**src/rtl/image_brightness_stage.sv**
```systemverilog
// image_brightness_stage: 2-stage saturating brightness adjust over one frame; BRIGHTNESS_GRAY_EN selects luma mode
module image_brightness_stage #(
  parameter int WIDTH  = 768,
  parameter int HEIGHT = 512,
  parameter int VALUE  = 100,
  parameter int SIGN   = 1
) (
  input  logic       HCLK,
  input  logic       HRESETn,
  input  logic       start,
  input  logic       in_valid,
  input  logic [7:0] in_R,
  input  logic [7:0] in_G,
  input  logic [7:0] in_B,
  output logic       hsync,
  output logic [7:0] DATA_WRITE_R,
  output logic [7:0] DATA_WRITE_G,
  output logic [7:0] DATA_WRITE_B,
  output logic       busy,
  output logic       frame_done
);
  localparam int TOTAL = WIDTH * HEIGHT;
  localparam int CW = $clog2(TOTAL + 1);
  typedef enum logic [1:0] {IDLE, RUN, DRAIN, DONE} state_t;
  state_t state, state_nx;
  logic [CW-1:0] cnt;
  logic acc, last, v1;
  logic [7:0] r1, g1, b1;
  logic [7:0] p_r, p_g, p_b;
  function automatic logic [7:0] adj(input logic [7:0] x);
    logic [8:0] s;
    s = (SIGN != 0) ? {1'b0, x} + 9'(VALUE) : {1'b0, x} - 9'(VALUE);
    return s[8] ? ((SIGN != 0) ? 8'hff : 8'h00) : s[7:0];
  endfunction
`ifdef BRIGHTNESS_GRAY_EN
  logic [7:0] y;
  assign y = 8'((10'(in_R) + {1'b0, in_G, 1'b0} + 10'(in_B)) >> 2);
  assign p_r = y;
  assign p_g = y;
  assign p_b = y;
`else
  assign p_r = in_R;
  assign p_g = in_G;
  assign p_b = in_B;
`endif
  always_comb begin
    acc = (state == RUN) && in_valid;
    last = acc && (cnt == CW'(TOTAL - 1));
    state_nx = state == IDLE  ? (start ? RUN : IDLE) :
               state == RUN   ? (last ? DRAIN : RUN) :
               state == DRAIN ? (v1 ? DRAIN : DONE) : IDLE;
    busy = (state == RUN) || (state == DRAIN);
    frame_done = state == DONE;
  end
  always_ff @(posedge HCLK or negedge HRESETn) begin
    if (!HRESETn) begin
      state <= IDLE;
      cnt <= '0;
      v1 <= 1'b0;
      r1 <= '0;
      g1 <= '0;
      b1 <= '0;
      hsync <= 1'b0;
      DATA_WRITE_R <= '0;
      DATA_WRITE_G <= '0;
      DATA_WRITE_B <= '0;
    end else begin
      state <= state_nx;
      if (state == IDLE && start) cnt <= '0;
      else if (acc) cnt <= cnt + 1'b1;
      v1 <= acc;
      if (acc) begin
        r1 <= p_r;
        g1 <= p_g;
        b1 <= p_b;
      end
      hsync <= v1;
      if (v1) begin
        DATA_WRITE_R <= adj(r1);
        DATA_WRITE_G <= adj(g1);
        DATA_WRITE_B <= adj(b1);
      end
    end
  end
endmodule

```
**config.mk**
```make
export PLATFORM = sky130hd
export DESIGN_NAME = image_brightness_stage
export DESIGN_NICKNAME = d
export VERILOG_FILES = /design/src/rtl/image_brightness_stage.sv
export SDC_FILE = /design/constraint.sdc
export NUM_CORES = 1
export LEC_CHECK = 0
export CORE_MARGIN = 2
export CORE_UTILIZATION = 45
export DETAILED_ROUTE_END_ITERATION = 12
export PLACE_DENSITY_LB_ADDON = 0.25
export SLEW_MARGIN = 20
export SYNTH_ARGS = -nofsm -noshare
export SYNTH_HDL_FRONTEND = slang
export SYNTH_SLANG_ARGS = --single-unit
```
**constraint.sdc**
```tcl
create_clock -name HCLK -period 2.17 [get_ports HCLK]
set_input_delay 0.3255 -clock HCLK [delete_from_list [all_inputs] [get_ports HCLK]]
set_output_delay 0.3255 -clock HCLK [all_outputs]
set_load 0.005 [all_outputs]
```
==> results of run 1 <==
[flip-flops by register name, indices dropped and copies added (netlist names), named ones only]
register      cells
DATA_WRITE_R      8
DATA_WRITE_B      8
r1                8
cnt              19
v1                1
b1                8
hsync             1
DATA_WRITE_G      8
state             1
g1                8
[kinds of logic after synthesis]
logic type      count (synthesis)  share of synthesized area, %
compound gates                 53                          11.2
xor+xnor                       19                          5.27
fa+ha+maj                       8                          3.17
buf+inv                        14                          2.14
flops                          71                          56.3
mux                            26                          9.24
simple gates                   72                          12.6
[where the power goes]
group / leakage (nW) / internal (W) / switching [W]
sequential: 0.822 / 0.00150 / 0.000173
clock: 0.0894 / 0.000474 / 0.000465
combinational: 0.749 / 0.000351 / 0.000225
[critical path: cells and delay by family, from the launching register on]
| kind | cells | cell delay, ns |
|---|---|---|
| flip-flops | 1 | 0.42 |
| buffers and inverters | 2 | 0.57 |
| adder cells (fa/ha/maj) | 1 | 0.27 |
[worst paths after layout]
check,startpoint,end,slack (ns),depth (start not counted)
setup / recovery,state[0],busy,0.25,3
hold / removal,HRESETn,b1[4],-0.01,2
setup reg to reg,cnt[1],flop,0.31,5
hold reg to reg,g1[1],DATA_WRITE_G[1],0.49,1
max in group asynchronous,HRESETn,cnt[3],1.87,2
min in group HCLK,g1[1],DATA_WRITE_G[1],0.49,1
[metal layers]
metal / global-route usage [%] / wire [um]
met1: 23.1 / 2710
met2: 27.1 / 2750
met3: 3.58 / 252
met4: 9.51 / 139
met5: 0 / 0
[per-stage QoR]
stage               setup slack, ns  cells  utilization, %  total power (W)  hold slack, ns
finish                        0.250    423            58.7          0.00319         -0.0143
floorplan                     0.506    263               -          0.00197          0.0299
detailed placement            0.180    407            56.1          0.00228           0.378
global placement              0.230    407            56.1          0.00226           0.384
global route                  0.185    423            58.7          0.00338          0.0355
CTS                           0.227    423            58.7          0.00323          0.0121
[layout by cell type (no fill, tap or decap), types with 3 or more instances in the layout]
cell,Yosys,final
dfrtp_1,71,71
clkdlybuf4s50_1,0,53
nor2_1,27,27
mux2_2,25,25
a21oi_1,17,17
o22a_1,15,15
xor2_1,14,14
nand2_1,13,13
clkbuf_8,0,11
o21ai_0,8,8
ha_1,8,8
nand4_1,6,6
or3_1,6,6
xnor2_1,5,5
a31oi_1,5,5
inv_1,4,4
and4_1,4,4
nand3_1,3,3
[cell type report]
cell class	instances	area, um^2
Timing Repair Buffer	58	591
Sequential cell	71	1780
Inverter	4	15.0
Clock buffer	13	159
Multi-Input combinational cell	178	1310
Clock inverter	3	17.5
Tap cell	96	120
Fill cell	587	2800
==> flow_summary.ini, run 1 <==
[clock_network]
cts_made_buffers = 9
clk_pin_slew_worst_paths_ns = 0.07
clk_latency_ns = 0.34
postCtsSetupRepairBufs = 0
cts_hold_buffers = 0
cts_buffer_depth = 2
cts_root_buffer = clkbuf_8
h-tree-depth = 3
tritoncts = built
cts.sinks = 71
cts_resized = 0

[hold_path]
min_path_type = input pin to asynchronous set/reset pin

[synthesis]
synthTopCellsByArea = dfrtp_1, mux2_2, o22a_1
syn_avg_cell_area_um2 = 12.0
synth_top_area_share_pct = 56.3
ys_warn_count = 0
synth-edff-count = 0
ys_ff_latch = 71
netlist_instances = 263
synth_flop_cell = dfrtp_1
synth_seq_area_share_pct = 56.3
synth_cell_types = 37
synthMostInstantiatedCell = dfrtp_1
syn_area_mm2 = 0.00316
synth_fp_nets = 299
synthTopCellsByCount = dfrtp_1, nor2_1, mux2_2
yosysTopAreaCell = dfrtp_1
async_flop_share_pct = 100

[floorplan]
rows = 30
floorplan.initialDensity_pct = 46.4
core_mm2 = 0.00679
dieArea_mm2 = 0.00770
ioPinCount = 55
die_y_um = 87.7
die_w_um = 87.7

[power_and_ir_drop]
power_density_mw_per_mm2 = 799
ir_drop_mv = 0.455
power.leakage_nw = 1.66

[route]
final_antenna_net_count = 0
vias = 2205
drtIter0Drc = 89
vias_per_cell = 5.21
post-route-drc-count = 0
wl_per_cell_um = 13.8
wirelength_mm = 5.86
drtPass1Iterations = 5

[timing]
tns_ns = 0
max_freq_mhz = 521
fin_crit_sh_pct = 88.5
whs_ns = -0.0143
slew-limit-headroom_pct = 61.6
setup_viol = 0
rsz0062_at_grt = false
tightestPinTransition_ns = 0.577
final_max_slew_viol_count = 0
min_period_ns = 1.92
finalHoldViolations = 5
fin_skew_ns = 0.00811

[final_layout]
drive_above_1_share_pct = 15.3
design_area_mm2 = 0.00399
antenna_cells = 0
final_nets = 358
area_growth_pct = 26.4

[global_route]
grt_antenna_before_repair = 0
grt_pass1_vias = 2248
overflow = 0
track_usage_pct = 17.5
grt_pass1_wl_mm = 10.4
grt_max_degree = 72

[run]
cap_viol_max_count = 0

[worst_setup_path]
cp_max_fo = 4
cp_slowest_cell = clkdlybuf4s50_1
required_ns = 1.84
worstPathCellList = inv_1, ha_1, clkdlybuf4s50_1
cp-start-kind = flop
worst-setup-path-type = flop to output port
critPathMaxStageDelay_ns = 0.49
endpoint_kind = output port
cp.arrival_ns = 1.59

[run_status]
violations = negative hold slack
status = finished with violations

[placed_design]
numPortBuffers = 54
place_congestion = 0.775
post_dp_cell_area_mm2 = 0.00381
place_hpwl_mm = 4.07
(Power assumes the default switching activity.)
==> inputs of run 2 (changes only) <==
--- a/config.mk
+++ b/config.mk
@@ -9,7 +9,6 @@
 export CORE_UTILIZATION = 45
 export DETAILED_ROUTE_END_ITERATION = 12
 export PLACE_DENSITY_LB_ADDON = 0.25
-export SLEW_MARGIN = 20
 export SYNTH_ARGS = -nofsm -noshare
 export SYNTH_HDL_FRONTEND = slang
 export SYNTH_SLANG_ARGS = --single-unit
==> results of run 2 <==
Same layout as run 1: the final DEF is identical, and so are final timing and power.
==> inputs of run 3 (changes only) <==
--- a/config.mk
+++ b/config.mk
@@ -5,7 +5,6 @@
 export SDC_FILE = /design/constraint.sdc
 export NUM_CORES = 1
 export LEC_CHECK = 0
-export CORE_MARGIN = 2
 export CORE_UTILIZATION = 45
 export DETAILED_ROUTE_END_ITERATION = 12
 export PLACE_DENSITY_LB_ADDON = 0.25
==> flow_summary.ini, run 3 (synthesis gave the netlist of run 1 again) <==
[run_status]
status = completed

[timing]
min_period_ns = 1.92
tns_ns = 0
finalHoldViolations = 0
fin_crit_sh_pct = 88.7
final_max_slew_viol_count = 0
tightestPinTransition_ns = 0.560
slew-limit-headroom_pct = 62.7
rsz0062_at_grt = false
whs_ns = 0.488
fin_skew_ns = 0.00782
setup_viol = 0
max_freq_mhz = 520
worst_slack_ns = 0.246

[clock_network]
clk_latency_ns = 0.34
cts_made_buffers = 9
cts_root_buffer = clkbuf_8
postCtsSetupRepairBufs = 0
clk_pin_slew_worst_paths_ns = 0.07
cts_buffer_depth = 2
h-tree-depth = 3
tritoncts = built
cts.sinks = 71

[final_layout]
layout_commonest_cell = dfrtp_1
largest_register_ffs = 19
top_register = cnt
design_area_mm2 = 0.00411
final_nets = 360
final_cells = 425
drive_above_1_share_pct = 16.1
area_growth_pct = 30.3
antenna_cells = 0
final_cell_mix = dfrtp_1, clkdlybuf4s50_1, nor2_1

[route]
dr_wl_met3_um = 253
met1_length_mm = 2.82
wirelength_mm = 6.06
final_antenna_net_count = 0
vias_per_cell = 5.24
drtPass1Iterations = 4
route.met2.wl_mm = 2.91
drtIter0Drc = 75
vias = 2225
post-route-drc-count = 0
routed.top_layer = met4
wl_per_cell_um = 14.3

[run]
cap_viol_max_count = 0

[worst_setup_path]
required_ns = 1.84
r2r_cells = 6
cp-endpoint = busy
rrSetupSlack_ns = 0.32
r2r_end = cnt[17]
cp.depth = 3
cp_max_fo = 4
crit_start = state[0]
worstPathCellList = inv_1, ha_1, clkdlybuf4s50_1
cp_slowest_cell = clkdlybuf4s50_1
cp.arrival_ns = 1.60
critPathMaxStageDelay_ns = 0.49
cp-start-kind = flop
worst-setup-path-type = flop to output port
endpoint_kind = output port
critPathBufInv = 2
critical_path.top_delay_family = buffers and inverters

[power_and_ir_drop]
power_density_mw_per_mm2 = 895
power.leakage_nw = 1.72
ir_drop_mv = 0.469

[placed_design]
placedCellCount = 408
place_hpwl_mm = 4.13
post_dp_cell_area_mm2 = 0.00382
place_ws_ns = 0.183
place_congestion = 0.786
numPortBuffers = 54

[global_route]
grt_pass1_wl_mm = 10.8
grt_pass1_vias = 2274
grt_max_degree = 31
overflow = 0
track_usage_pct = 19.1
grt_antenna_before_repair = 0

[floorplan]
rows = 30
die_y_um = 85.7
dieArea_mm2 = 0.00735
core_mm2 = 0.00679
floorplan.initialDensity_pct = 46.4
die_w_um = 85.7
ioPinCount = 55

[hold_path]
min_path_type = flop to flop
## run 3: cell type report
cell class                      count  area, um^2
Sequential cell                    71        1780
Fill cell                         558        2680
Tap cell                           96         120
Timing Repair Buffer               60         608
Clock inverter                      5         128
Clock buffer                       11         151
Inverter                            4        15.0
Multi-Input combinational cell    178        1310
## run 3: what timing repair did
item	CTS	global route
hold buffers	1	0
gates resized for setup	0	0
hold endpoints to repair	22	0
## run 3: metal layers
metal  GRT usage, %  vias up
li1               -     1065
met3           5.00        7
met4           6.82        0
met1           25.5     1111
met5              0        -
met2           30.3       42
## run 3: worst min-delay path by stage
stage                    startpoint              end  slack, ns  cells after the start
floorplan                   HRESETn  DATA_WRITE_B[0]       0.03                      0
global placement            HRESETn            b1[3]       0.35                      1
detailed placement          HRESETn            b1[4]       0.35                      1
CTS                           b1[0]  DATA_WRITE_B[0]       0.49                      1
global route        DATA_WRITE_B[1]  DATA_WRITE_B[1]       0.50                      1
finish                        g1[0]  DATA_WRITE_G[0]       0.49                      1
## run 3: metrics by stage
step                      total power [W]  utilization (%)
after global placement            0.00226             56.2
after floorplan                   0.00197                -
after CTS                         0.00371             60.5
final                             0.00368             60.5
after global routing              0.00387             60.5
after detailed placement          0.00228             56.2
## run 3: power breakdown
group | internal, W | leakage (nW) | total, W | switching, W
Combinational | 0.000352 | 0.758 | 0.000576 | 0.000224
Sequential | 0.00150 | 0.822 | 0.00167 | 0.000172
Clock | 0.000943 | 0.136 | 0.00143 | 0.000487
Total | 0.00279 | 1.72 | 0.00368 | 0.000883
